--- src/rtl/ldst_pipe_pkg.sv ---
// Shared types, codes and helpers for the load/store pipeline stage.
package ldst_pipe_pkg;

  localparam int unsigned ADDR_W = 32;
  localparam int unsigned DATA_W = 32;
  localparam int unsigned BE_W   = DATA_W / 8;

  // FSM state encodings
  typedef enum logic [1:0] {
    L_PARAM_LDST_IDLE = 2'd0,
    L_PARAM_LDST_REQ  = 2'd1,
    L_PARAM_LDST_WAIT = 2'd2,
    L_PARAM_LDST_DONE = 2'd3
  } ldst_state_t;

  // Access order codes
  localparam logic [1:0] ORDER_BYTE    = 2'd0;
  localparam logic [1:0] ORDER_HALF    = 2'd1;
  localparam logic [1:0] ORDER_WORD    = 2'd2;
  localparam logic [1:0] ORDER_ILLEGAL = 2'd3;

  // Load result width codes
  localparam logic [1:0] MASK_8      = 2'd0;
  localparam logic [1:0] MASK_16     = 2'd1;
  localparam logic [1:0] MASK_32_ALT = 2'd2;
  localparam logic [1:0] MASK_32     = 2'd3;

  // Captured command, already in memory-port form
  typedef struct packed {
    logic              rw;
    logic [ADDR_W-1:0] addr;
    logic [DATA_W-1:0] data;
    logic [BE_W-1:0]   byteena;
    logic [1:0]        shift;
    logic [1:0]        mask;
  } ldst_cmd_t;

  // Misalignment or illegal order detection
  function automatic logic ldst_fault(input logic [1:0] order, input logic [1:0] addr_lo);
    logic f;
    f = 1'b0;
    case (order)
      ORDER_HALF:    f = addr_lo[0];
      ORDER_WORD:    f = |addr_lo;
      ORDER_ILLEGAL: f = 1'b1;
      default:       f = 1'b0;
    endcase
    return f;
  endfunction

endpackage

--- src/rtl/ldst_align.sv ---
// Byte-enable generation, store lane replication and load extract/zero-extend.
module ldst_align
  import ldst_pipe_pkg::*;
(
  input  logic [1:0]        order,
  input  logic [1:0]        addr_lo,
  input  logic [DATA_W-1:0] st_data,
  input  logic [DATA_W-1:0] ld_word,
  input  logic [1:0]        ld_shift,
  input  logic [1:0]        ld_mask,
  output logic [BE_W-1:0]   byteena_c,
  output logic [DATA_W-1:0] st_lanes_c,
  output logic [DATA_W-1:0] ld_result_c
);

  logic [DATA_W-1:0] shifted_c;

  // Big-endian lanes: bit3 enables bits[31:24], i.e. address offset 0
  always_comb begin
    byteena_c  = '0;
    st_lanes_c = st_data;
    case (order)
      ORDER_BYTE: begin
        byteena_c  = BE_W'(4'b1000 >> addr_lo);
        st_lanes_c = {4{st_data[7:0]}};
      end
      ORDER_HALF: begin
        byteena_c  = addr_lo[1] ? BE_W'(4'b0011) : BE_W'(4'b1100);
        st_lanes_c = {2{st_data[15:0]}};
      end
      ORDER_WORD: begin
        byteena_c  = BE_W'(4'b1111);
        st_lanes_c = st_data;
      end
      default: begin
        byteena_c  = '0;
        st_lanes_c = st_data;
      end
    endcase
  end

  // Right-shift the returned word by whole bytes, then zero-extend to width
  always_comb begin
    shifted_c   = ld_word >> {ld_shift, 3'b000};
    ld_result_c = shifted_c;
    case (ld_mask)
      MASK_8:      ld_result_c = {24'h000000, shifted_c[7:0]};
      MASK_16:     ld_result_c = {16'h0000, shifted_c[15:0]};
      MASK_32_ALT: ld_result_c = shifted_c;
      MASK_32:     ld_result_c = shifted_c;
      default:     ld_result_c = shifted_c;
    endcase
  end

endmodule

--- src/rtl/ldst_pipe.sv ---
// Single-outstanding load/store unit between execute and writeback.
module ldst_pipe
  import ldst_pipe_pkg::*;
(
  input  logic              iCLOCK,
  input  logic              iRESET,
  input  logic              iFLUSH,
  input  logic              iPREV_VALID,
  output logic              oPREV_BUSY,
  input  logic              iPREV_RW,
  input  logic [ADDR_W-1:0] iPREV_ADDR,
  input  logic [DATA_W-1:0] iPREV_DATA,
  input  logic [1:0]        iPREV_ORDER,
  input  logic [1:0]        iPREV_LOAD_SHIFT,
  input  logic [1:0]        iPREV_LOAD_MASK,
  output logic              oDATAIO_REQ,
  input  logic              iDATAIO_BUSY,
  output logic              oDATAIO_RW,
  output logic [ADDR_W-1:0] oDATAIO_ADDR,
  output logic [DATA_W-1:0] oDATAIO_DATA,
  output logic [BE_W-1:0]   oDATAIO_BYTEENA,
  input  logic              iDATAIO_VALID,
  input  logic [DATA_W-1:0] iDATAIO_DATA,
  output logic              oNEXT_VALID,
  input  logic              iNEXT_BUSY,
  output logic [DATA_W-1:0] oNEXT_DATA,
  output logic              oNEXT_FAULT
);

  ldst_state_t       state_q, state_d;
  logic              drop_q, drop_d;
  logic              capture_c, load_done_c, fault_c;
  ldst_cmd_t         cmd_q;
  logic              fault_q;
  logic [DATA_W-1:0] result_q;
  logic              busy_q, req_q, valid_q;
  logic [BE_W-1:0]   be_c;
  logic [DATA_W-1:0] lanes_c, ld_result_c;

  ldst_align u_align (
    .order       (iPREV_ORDER),
    .addr_lo     (iPREV_ADDR[1:0]),
    .st_data     (iPREV_DATA),
    .ld_word     (iDATAIO_DATA),
    .ld_shift    (cmd_q.shift),
    .ld_mask     (cmd_q.mask),
    .byteena_c   (be_c),
    .st_lanes_c  (lanes_c),
    .ld_result_c (ld_result_c)
  );

  assign fault_c = ldst_fault(iPREV_ORDER, iPREV_ADDR[1:0]);

  // Next-state logic; a flush after the memory accepted a load waits out its data
  always_comb begin
    state_d     = state_q;
    drop_d      = drop_q;
    capture_c   = 1'b0;
    load_done_c = 1'b0;
    case (state_q)
      L_PARAM_LDST_IDLE: begin
        drop_d = 1'b0;
        if (!iFLUSH && iPREV_VALID) begin
          capture_c = 1'b1;
          state_d   = fault_c ? L_PARAM_LDST_DONE : L_PARAM_LDST_REQ;
        end
      end
      L_PARAM_LDST_REQ: begin
        if (!iDATAIO_BUSY) begin
          if (cmd_q.rw) begin
            state_d = iFLUSH ? L_PARAM_LDST_IDLE : L_PARAM_LDST_DONE;
          end else begin
            state_d = L_PARAM_LDST_WAIT;
            drop_d  = iFLUSH;
          end
        end else if (iFLUSH) begin
          state_d = L_PARAM_LDST_IDLE;
        end
      end
      L_PARAM_LDST_WAIT: begin
        if (iDATAIO_VALID) begin
          drop_d      = 1'b0;
          load_done_c = !(drop_q || iFLUSH);
          state_d     = (drop_q || iFLUSH) ? L_PARAM_LDST_IDLE : L_PARAM_LDST_DONE;
        end else if (iFLUSH) begin
          drop_d = 1'b1;
        end
      end
      L_PARAM_LDST_DONE: begin
        if (iFLUSH || !iNEXT_BUSY) begin
          state_d = L_PARAM_LDST_IDLE;
        end
      end
      default: begin
        state_d = L_PARAM_LDST_IDLE;
        drop_d  = 1'b0;
      end
    endcase
  end

  // State register and registered handshake outputs derived from next state
  always_ff @(posedge iCLOCK or posedge iRESET) begin
    if (iRESET) begin
      state_q <= L_PARAM_LDST_IDLE;
      drop_q  <= 1'b0;
      busy_q  <= 1'b0;
      req_q   <= 1'b0;
      valid_q <= 1'b0;
    end else begin
      state_q <= state_d;
      drop_q  <= drop_d;
      busy_q  <= (state_d != L_PARAM_LDST_IDLE);
      req_q   <= (state_d == L_PARAM_LDST_REQ);
      valid_q <= (state_d == L_PARAM_LDST_DONE);
    end
  end

  // Command capture and load result register
  always_ff @(posedge iCLOCK or posedge iRESET) begin
    if (iRESET) begin
      cmd_q    <= '0;
      fault_q  <= 1'b0;
      result_q <= '0;
    end else if (capture_c) begin
      cmd_q.rw      <= iPREV_RW;
      cmd_q.addr    <= iPREV_ADDR;
      cmd_q.data    <= lanes_c;
      cmd_q.byteena <= be_c;
      cmd_q.shift   <= iPREV_LOAD_SHIFT;
      cmd_q.mask    <= iPREV_LOAD_MASK;
      fault_q       <= fault_c;
      result_q      <= '0;
    end else if (load_done_c) begin
      result_q <= ld_result_c;
    end
  end

  assign oPREV_BUSY      = busy_q;
  assign oDATAIO_REQ     = req_q;
  assign oDATAIO_RW      = cmd_q.rw;
  assign oDATAIO_ADDR    = cmd_q.addr;
  assign oDATAIO_DATA    = cmd_q.data;
  assign oDATAIO_BYTEENA = cmd_q.byteena;
  assign oNEXT_VALID     = valid_q;
  assign oNEXT_DATA      = result_q;
  assign oNEXT_FAULT     = fault_q;

endmodule

--- config.mk ---
export PLATFORM = sky130hd
export DESIGN_NAME = ldst_pipe
export DESIGN_NICKNAME = d
export VERILOG_FILES = /design/src/rtl/ldst_pipe_pkg.sv /design/src/rtl/ldst_align.sv /design/src/rtl/ldst_pipe.sv
export SDC_FILE = /design/constraint.sdc
export NUM_CORES = 1
export LEC_CHECK = 0
export ABC_AREA = 1
export CAP_MARGIN = 20
export CORE_MARGIN = 5
export CORE_UTILIZATION = 30
export DETAILED_ROUTE_END_ITERATION = 10
export SYNTH_ARGS = -nofsm -noshare
export SYNTH_HDL_FRONTEND = slang
export SYNTH_SLANG_ARGS = --single-unit
--- constraint.sdc ---
create_clock -name iCLOCK -period 3.7 [get_ports iCLOCK]
set_input_delay 0.37 -clock iCLOCK [delete_from_list [all_inputs] [get_ports iCLOCK]]
set_output_delay 0.37 -clock iCLOCK [all_outputs]
set_load 0.1 [all_outputs]
; Word level (Yosys, flattened, before mapping)
; Index checks and enable logic that the tools add are counted.
[totals]
ff_bits = 112
out_inout_bits = 105
word_cells = 70
[op_classes]
eq_ne = 14
n_shift = 2
muxes = 26
n_reduce_logical = 15
[ops]
columns = operator, count
row1 = case mux 32 bit (3 select lines), 1
row2 = two-way mux 32 bit, 2
row3 = case mux 32 bit (2 select lines), 1
row4 = >> shifter 32 x 5 -> 32 bit, 1
row5 = two-way mux 2 bit, 9
row6 = == test 2 bit (second input constant), 7
row7 = case mux 4 bit (3 select lines), 1
row8 = == test 2 x 1 -> 1 bit (second input constant), 4
row9 = two-way mux 1 bit, 8
row10 = case mux 2 bit (4 select lines), 1
row11 = logical NOT 2 bit, 3
row12 = case mux 1 bit (3 select lines), 2
row13 = two-way mux 4 bit, 1
row14 = inequality test 2 bit (second input constant), 2
row15 = AND reduction 4 bit, 1
row16 = nonzero test 2 bit, 2
row17 = OR reduction 2 bit, 2
row18 = >> shifter 4 x 2 -> 4 bit (first input constant), 1
row19 = logical NOT 1 bit, 3
row20 = inequality test 3 bit (second input constant), 1
row21 = nonzero test 3 bit, 1
row22 = logical OR 1 bit, 2
row23 = logical AND 1 bit, 1

; Longest topological paths before layout
; Gate-level depths: netlist of run 1.
[depth]
word_depth = 6
ltp_mapped = 11
mapped_depth_nobuf = 11

; Modules after synthesis
; A second synthesis of run 1 with hierarchy kept.
[unflattened]
cells_unflattened = 724
area_unflattened_um2 = 6311.1
[by_module_without_submodules]
columns = mod, n_inst, cells_each, area_each_um2, seq_area_each_um2
row1 = ldst_pipe, 1, 434, 5012.3, 2802.7
row2 = ldst_align, 1, 290, 1298.7, 0.0

; Least setup slack after synthesis of run 1
; Ideal clock, no wire load.
[synth_timing]
path_kind = reg2reg
startpoint = reg state_q[0]
endpoint = reg result_q[17] (netlist: oNEXT_DATA[17])
t_arrival_ns = 1.445
required_ns = 3.604
setup_slack_ns = 2.159
stages_incl_launch_ff = 9
path_buffers = 1
period_less_slack_ns = 1.541
path_cell_list = dfrtp_1 inv_1 ha_1 nand2_1 inv_1 nand2_4 buf_1 nand3_1 o31ai_1
[synth_between]
elab_chain_cells = 3
word_cells_on_any_way = 6
[synth_lines]
columns = element, line
row1 = "start, declared", ldst_pipe.sv:30  ; ldst_state_t state_q, state_d;
row2 = "start signal, assigned", ldst_pipe.sv:110  ; state_q <= state_d;
row3 = == test 2 bit / logical NOT 2 bit (equally long branches), ldst_pipe.sv:60  ; case (state_q)
row4 = two-way mux 1 bit, ldst_pipe.sv:60
row5 = nonzero test 2 bit (no source line) / two-way mux 32 bit (equally long branches), --
row6 = "end signal, assigned", ldst_pipe.sv:134  ; result_q <= ld_result_c;
row7 = "end, declared", ldst_pipe.sv:35  ; logic [DATA_W-1:0] result_q;
; Several ways; a longest one is shown, not always the timed one.
; A chain may end at the register's enable or synchronous reset.

; Worst setup path in the final report of run 1
[layout_timing]
startpoint = reg cmd_q[2] in the netlist's numbering
endpoint = reg result_q[6] (netlist: oNEXT_DATA[6])
[layout_between]
elab_chain_cells = 4
[layout_lines]
columns = element, line
row1 = "start, declared", ldst_pipe.sv:33  ; ldst_cmd_t cmd_q;
row2 = >> shifter 32 x 5 -> 32 bit, ldst_align.sv:44  ; shifted_c = ld_word >> {ld_shift, 3'b000};
row3 = case mux 32 bit (3 select lines), ldst_align.sv:46  ; case (ld_mask)
row4 = two-way mux 32 bit, ldst_pipe.sv:133  ; end else if (load_done_c) begin
row5 = two-way mux 32 bit, ldst_pipe.sv:124  ; end else if (capture_c) begin
; Every way passes these cells. The select of a mux whose other input is x is not followed.

==> results of run 1 <==
-- registers in the layout, indices dropped and copies added (netlist names), 2 cells and up --
signal / flops
cmd_q: 4
state_q: 2
oDATAIO_ADDR: 32
oNEXT_DATA: 32
oDATAIO_DATA: 32
oDATAIO_BYTEENA: 4
-- cell usage in the layout (no fill, tap or decap), types with 7 or more instances in the layout --
cell type	synthesis	routed
o21ai_0	75	75
o211ai_1	9	9
or2_2	8	8
inv_1	39	38
a22oi_1	7	7
o31ai_1	7	7
clkdlybuf4s50_1	0	214
nand3_1	55	55
nor2_1	11	11
clkbuf_16	0	9
dfrtp_1	112	112
a21oi_1	20	20
nand2_1	251	251
-- critical path, delay by kind of cell, from the launching register on --
| kind | cells | cell delay [ns] |
|---|---|---|
| flip-flops | 1 | 0.81 |
| buffers and inverters | 1 | 0.64 |
| AO/OA/AOI/OAI | 2 | 0.71 |
| AND/OR/NAND/NOR | 2 | 0.15 |
-- logic make-up (layout without fill, tap and decap cells) --
| kind of cell | after synthesis | in the layout |
|---|---|---|
| simple gates | 335 | 335 |
| buf+inv | 147 | 279 |
| compound gates | 124 | 124 |
| fa+ha+maj | 6 | 6 |
| flops | 112 | 112 |
-- Yosys cell counts --
cell	instances	area share (%)
o2111ai_1	1	0.15
buf_4	71	9.1
a21oi_1	20	1.7
nor2_1	11	0.71
nand3b_1	1	0.13
o21ai_1	3	0.26
nand2_2	4	0.43
a22oi_1	7	0.90
o21ai_0	75	6.4
nor2_8	1	0.34
ha_1	6	1.3
nand2_4	1	0.19
nand3_1	55	4.7
dfrtp_1	112	48
o21a_1	2	0.26
nor3_1	1	0.086
o31ai_1	7	0.90
or2_2	8	0.86
clkbuf_1	8	0.52
buf_2	17	1.5
inv_1	39	2.5
buf_6	3	0.58
nand2_1	251	16
clkinv_1	1	0.064
nand3_2	1	0.17
o211ai_1	9	1.2
nor2_4	1	0.19
inv_2	4	0.26
buf_1	4	0.26
-- stage by stage --
| stage | std cells | worst slack (ns) | area, µm² | hold WS, ns | util, % |
|---|---|---|---|---|---|
| 3_5_place_dp | 1105 | 1.058 | 7660 | 0.4638 | 39.75 |
| 4_1_cts | 1121 | 1.298 | 7989 | 0.4851 | 41.46 |
| 5_1_grt | 1121 | 1.010 | 7989 | 0.4937 | 41.46 |
| 6_report | 1121 | 1.288 | 7989 | 0.4622 | 41.46 |
| 2_1_floorplan | 724 | 0.3710 | 5826 | 0.4492 | - |
| 3_3_place_gp | 1105 | 1.104 | 7660 | 0.4627 | 39.75 |
-- per-layer routing --
metal,vias up,wire length (µm)
li1,2518,-
met1,2336,7594
met2,165,8153
met3,18,1226
met4,0,308
met5,-,0
-- area by class of cell --
class	count	area [µm²]
clock inverter	7	103.9
tap	265	331.6
timing repair buffer	219	2192
clock buffer	9	225.2
fill	1957	11280
sequential	112	2803
multi-input combinational	465	2166
inverter	44	167.7
-- how the worst min path moves through the flow --
stage	to	slack (ns)
after floorplan	cmd_q[0]	0.45
after global placement	oDATAIO_DATA[25]	0.46
after detailed placement	oDATAIO_DATA[26]	0.46
after CTS	oDATAIO_DATA[2]	0.49
after global routing	oDATAIO_ADDR[26]	0.49
final	oDATAIO_DATA[2]	0.46
==> out/metrics.cfg, run 1 <==
[placement]
portBuffers = 214
gp_congestion = 0.8914
dp_hpwl_um = 12580

[setup_path]
endpoint = oNEXT_DATA[6]
path_cells = inv_1, o21ai_0, a22oi_1, nand2_1, nand2_1
critPathSlowestCell = dfrtp_1
required_ns = 3.95
critPathKind = reg2reg
crit_top_cell = nand2_1
rrSetupSlack_ns = 1.29
reg2reg_from = cmd_q[2]
cp-startpoint = cmd_q[2]
worstSetupStartpointType = flip-flop
r2r-end = oNEXT_DATA[6]
worstPathMaxFanout = 33
arrival_ns = 2.66
worst_setup_path_end_kind = flip-flop
r2r_cells = 5
max_stage_delay_ns = 0.81

[final_layout]
area_growth_pct = 37.13
antennaDiodeCount = 0
drive_above_1_share_pct = 4.907
fin_nets = 967

[sta]
maxSlewHeadroom_pct = 27.78
clock.fmax_mhz = 414.5
drv_slew = 0
post-route-period-util_pct = 65.20
tns_ns = 0
worst_slew_pin_slew_ns = 1.080
grt_setup_unrepaired = false
setup_violations = 0
hold_viol = 0
min_period_ns = 2.412
fin_worst_skew_ns = 0.007162

[logic_synthesis]
synthAdderAreaFrac_pct = 1.289
syn_nets = 840
yosys_warnings = 0
netlist_area_um2 = 5826
synth-xor-area-share_pct = 0
synth_seq_cells = 112
synthSimpleGateAreaFrac_pct = 24.01
avgSynthCellArea_um2 = 8.046
synth_cell_type_count = 29
synth_compound_gate_area_share_pct = 11.79
syn_inst = 724
ys_seq_area_share_pct = 48.11
muxShareOfSynthArea_pct = 0
synth_top_family_by_area = simple AND/OR/NAND/NOR gates

[global_routing]
grt_max_degree = 67
grt_first_pass_wirelength_um = 27350
gr-usage-met2_pct = 24.71
top_usage_layer = met2
grt_overflow_total = 0
use_met1_pct = 20.97
use_met3_pct = 3.099
grt_antenna_before_repair = 0
grt_pass1_vias = 4951
groute.usage.overall_pct = 15.42

[floorplanning]
start_util_pct = 30.23
ios = 215
die_w_um = 149.4
placementRows = 51
die_h_um = 149.4
dieArea_um2 = 22310
core_area_um2 = 19270

[routing]
drc = 0
first_pass_iters = 6
wl_um = 17280
num_vias = 5037
drt_iter0_markers = 411
via_per_inst = 4.493
wl_per_cell_um = 15.42
ant_nets = 0

[clocking]
clkSinkCount = 112
cts_buffers = 9
cts_hold_buf = 0
cts-htree-levels = 3
cts_resized = 0
clk_latency_ns = 0.35
clockBufferDepth = 2
cts_root_buf = clkbuf_16
cts_tree = built
cts_setup_buffers = 0
clkTransAtPathRegs_ns = 0.08

[run]
max_cap_viol_count = 0

[worst_hold_path]
min_path_type = in2async

[status]
status = finished clean

Power of run 1 is left out: the tool's default activity adds up to more than one toggle a clock period on the data nets, which glitch-free logic cannot reach.
==> run 2, diff against run 1 <==
==> constraint.sdc (replaced) <==
create_clock -name iCLOCK -period 2.05 [get_ports iCLOCK]
set_input_delay 0.205 -clock iCLOCK [delete_from_list [all_inputs] [get_ports iCLOCK]]
set_output_delay 0.205 -clock iCLOCK [all_outputs]
set_load 0.1 [all_outputs]
==> run 2 against run 1 <==
Via count rose by 1.6%. Flip-flop and latch count unchanged. Die area stayed put. Sequential share of layout area up 0.67 points. Wire length up 1.1%.
==> out/metrics.cfg, run 2 (synthesis results as in run 1) <==
[status]
status = finished clean

[clocking]
clk_latency_ns = 0.35  ; about the same
clockBufferDepth = 2  ; unchanged
cts_resized = 0  ; unchanged
cts_root_buf = clkbuf_16
cts_setup_buffers = 0  ; unchanged
cts-htree-levels = 3  ; unchanged
cts_tree = built
clkSinkCount = 112  ; unchanged
cts_hold_buf = 0  ; unchanged
clkTransAtPathRegs_ns = 0.08  ; about the same
cts_buffers = 9  ; unchanged

[final_layout]
drive_above_1_share_pct = 18.22  ; +13 points
final_cell_mix = 251 x nand2_1, 116 x buf_4, 112 x dfrtp_1, 109 x clkdlybuf4s50_1, 75 x o21ai_0
seqCellArea_um2 = 2803  ; unchanged
nFillCells = 1995  ; +1.9%
area_growth_pct = 34.56
fin_nets = 978  ; +1.1%
multi_input_area_um2 = 2166  ; unchanged
mostFrequentLayoutCell = nand2_1
antennaDiodeCount = 0  ; unchanged

[routing]
met2WireLength_um = 8243  ; +1.1%
ant_nets = 0  ; unchanged
first_pass_iters = 5  ; -1
drc = 0  ; unchanged
wl_per_cell_um = 15.43  ; about the same
wl_met1_um = 7897  ; +4.0%
drt_iter0_markers = 280  ; -32%
routed.top_layer = met4
met3RoutedLength_um = 1068  ; -13%
num_vias = 5119  ; +1.6%
wl_um = 17470  ; +1.1%
via_per_inst = 4.522  ; +0.64%

[floorplanning]
die_w_um = 149.4  ; unchanged
die_h_um = 149.4  ; unchanged
dieArea_um2 = 22310  ; unchanged
placementRows = 51  ; unchanged
core_area_um2 = 19270  ; unchanged
start_util_pct = 30.23  ; unchanged
ios = 215  ; unchanged

[sta]
clock.fmax_mhz = 557.5  ; +34%
worst_slew_pin_slew_ns = 0.6233  ; -0.4567 ns
fin_worst_skew_ns = 0.004334  ; -0.002827 ns
setup_violations = 0  ; unchanged
maxSlewHeadroom_pct = 58.17  ; +30 points
post-route-period-util_pct = 87.50  ; +22 points
tns_ns = 0  ; unchanged
drv_slew = 0  ; unchanged
min_period_ns = 1.794  ; -0.6186 ns
grt_setup_unrepaired = false
hold_viol = 0  ; unchanged

[setup_path]
worst-path-buf-inv = 2  ; +1
critPathKind = reg2reg
critPathSlowestCell = dfrtp_1
max_stage_delay_ns = 0.44  ; -0.37 ns
path_cells = inv_1, ha_1, nand2_1, inv_1, nand3_2, nor2_4, nand2_1, nand2_1
reg2reg_from = state_q[0]
critPathTopFamily = simple AND/OR/NAND/NOR gates
arrival_ns = 2.09  ; -0.57 ns
rrSetupSlack_ns = 0.26  ; -1.03 ns
worstPathMaxFanout = 9  ; -73%
crit_top_cell = nand2_1
r2r_cells = 8  ; +3
worst_setup_path_end_kind = flip-flop
worstSetupStartpointType = flip-flop
r2r-end = oNEXT_DATA[27]
required_ns = 2.34  ; -1.61 ns

[global_routing]
grt_max_degree = 86  ; +28%
grt_antenna_before_repair = 0  ; unchanged
groute.usage.overall_pct = 15.46  ; +0.040 points
grt_pass1_vias = 4935  ; -0.32%
grt_overflow_total = 0  ; unchanged
grt_first_pass_wirelength_um = 27230  ; -0.45%

[placement]
gp_congestion = 0.8088  ; -9.3%
dp_hpwl_um = 13020  ; +3.5%
portBuffers = 214  ; unchanged

[run]
max_cap_viol_count = 0  ; unchanged

[worst_hold_path]
min_path_type = in2async

## run 2: through the flow
stage,area (µm²),util (%),setup WS (ns),std cells,hold WS (ns)
floorplan,5829,-,0.4875,724,0.3146
global placement,7531,39.08,0.1639,1116,0.4637
detailed placement,7531,39.08,0.1494,1116,0.4660
CTS,7839,40.68,0.2838,1132,0.2426
global route,7839,40.68,0.09268,1132,0.2801
finish,7839,40.68,0.2563,1132,0.2388
## run 2: layout make-up
class | count | share of cell area [%]
multi-input combinational | 465 | 27.63
inverter | 44 | 2.155
clock inverter | 6 | 0.8779
clock buffer | 10 | 3.049
timing repair buffer | 230 | 26.30
tap | 265 | 4.230
sequential | 112 | 35.75
## run 2: worst max-delay path by stage
| stage | to | start | depth (start not counted) |
|---|---|---|---|
| after floorplan | cmd_q[0] | iRESET | 1 |
| after global placement | oNEXT_VALID | iPREV_ORDER[1] | 7 |
| after detailed placement | oNEXT_DATA[30] | iFLUSH | 6 |
| after CTS | oNEXT_DATA[30] | state_q[0] | 8 |
| after global routing | oNEXT_DATA[26] | state_q[0] | 8 |
| final | oNEXT_DATA[27] | state_q[0] | 8 |
## run 2: per-layer routing
| metal | up-vias | GRT usage, % |
|---|---|---|
| met5 | - | 0 |
| met4 | 0 | 4.897 |
| met3 | 17 | 2.947 |
| met2 | 173 | 24.68 |
| met1 | 2391 | 21.27 |
| li1 | 2538 | - |
## run 2: worst register-to-register path, stage by stage, from the launching register on
cell and delay (ns):
dfrtp_1 0.44, inv_1 0.19, ha_1 0.22, nand2_1 0.06, inv_1 0.13, nand3_2 0.21
nor2_4 0.32, nand2_1 0.10, nand2_1 0.07
Power of run 2 is left out for the same reason.
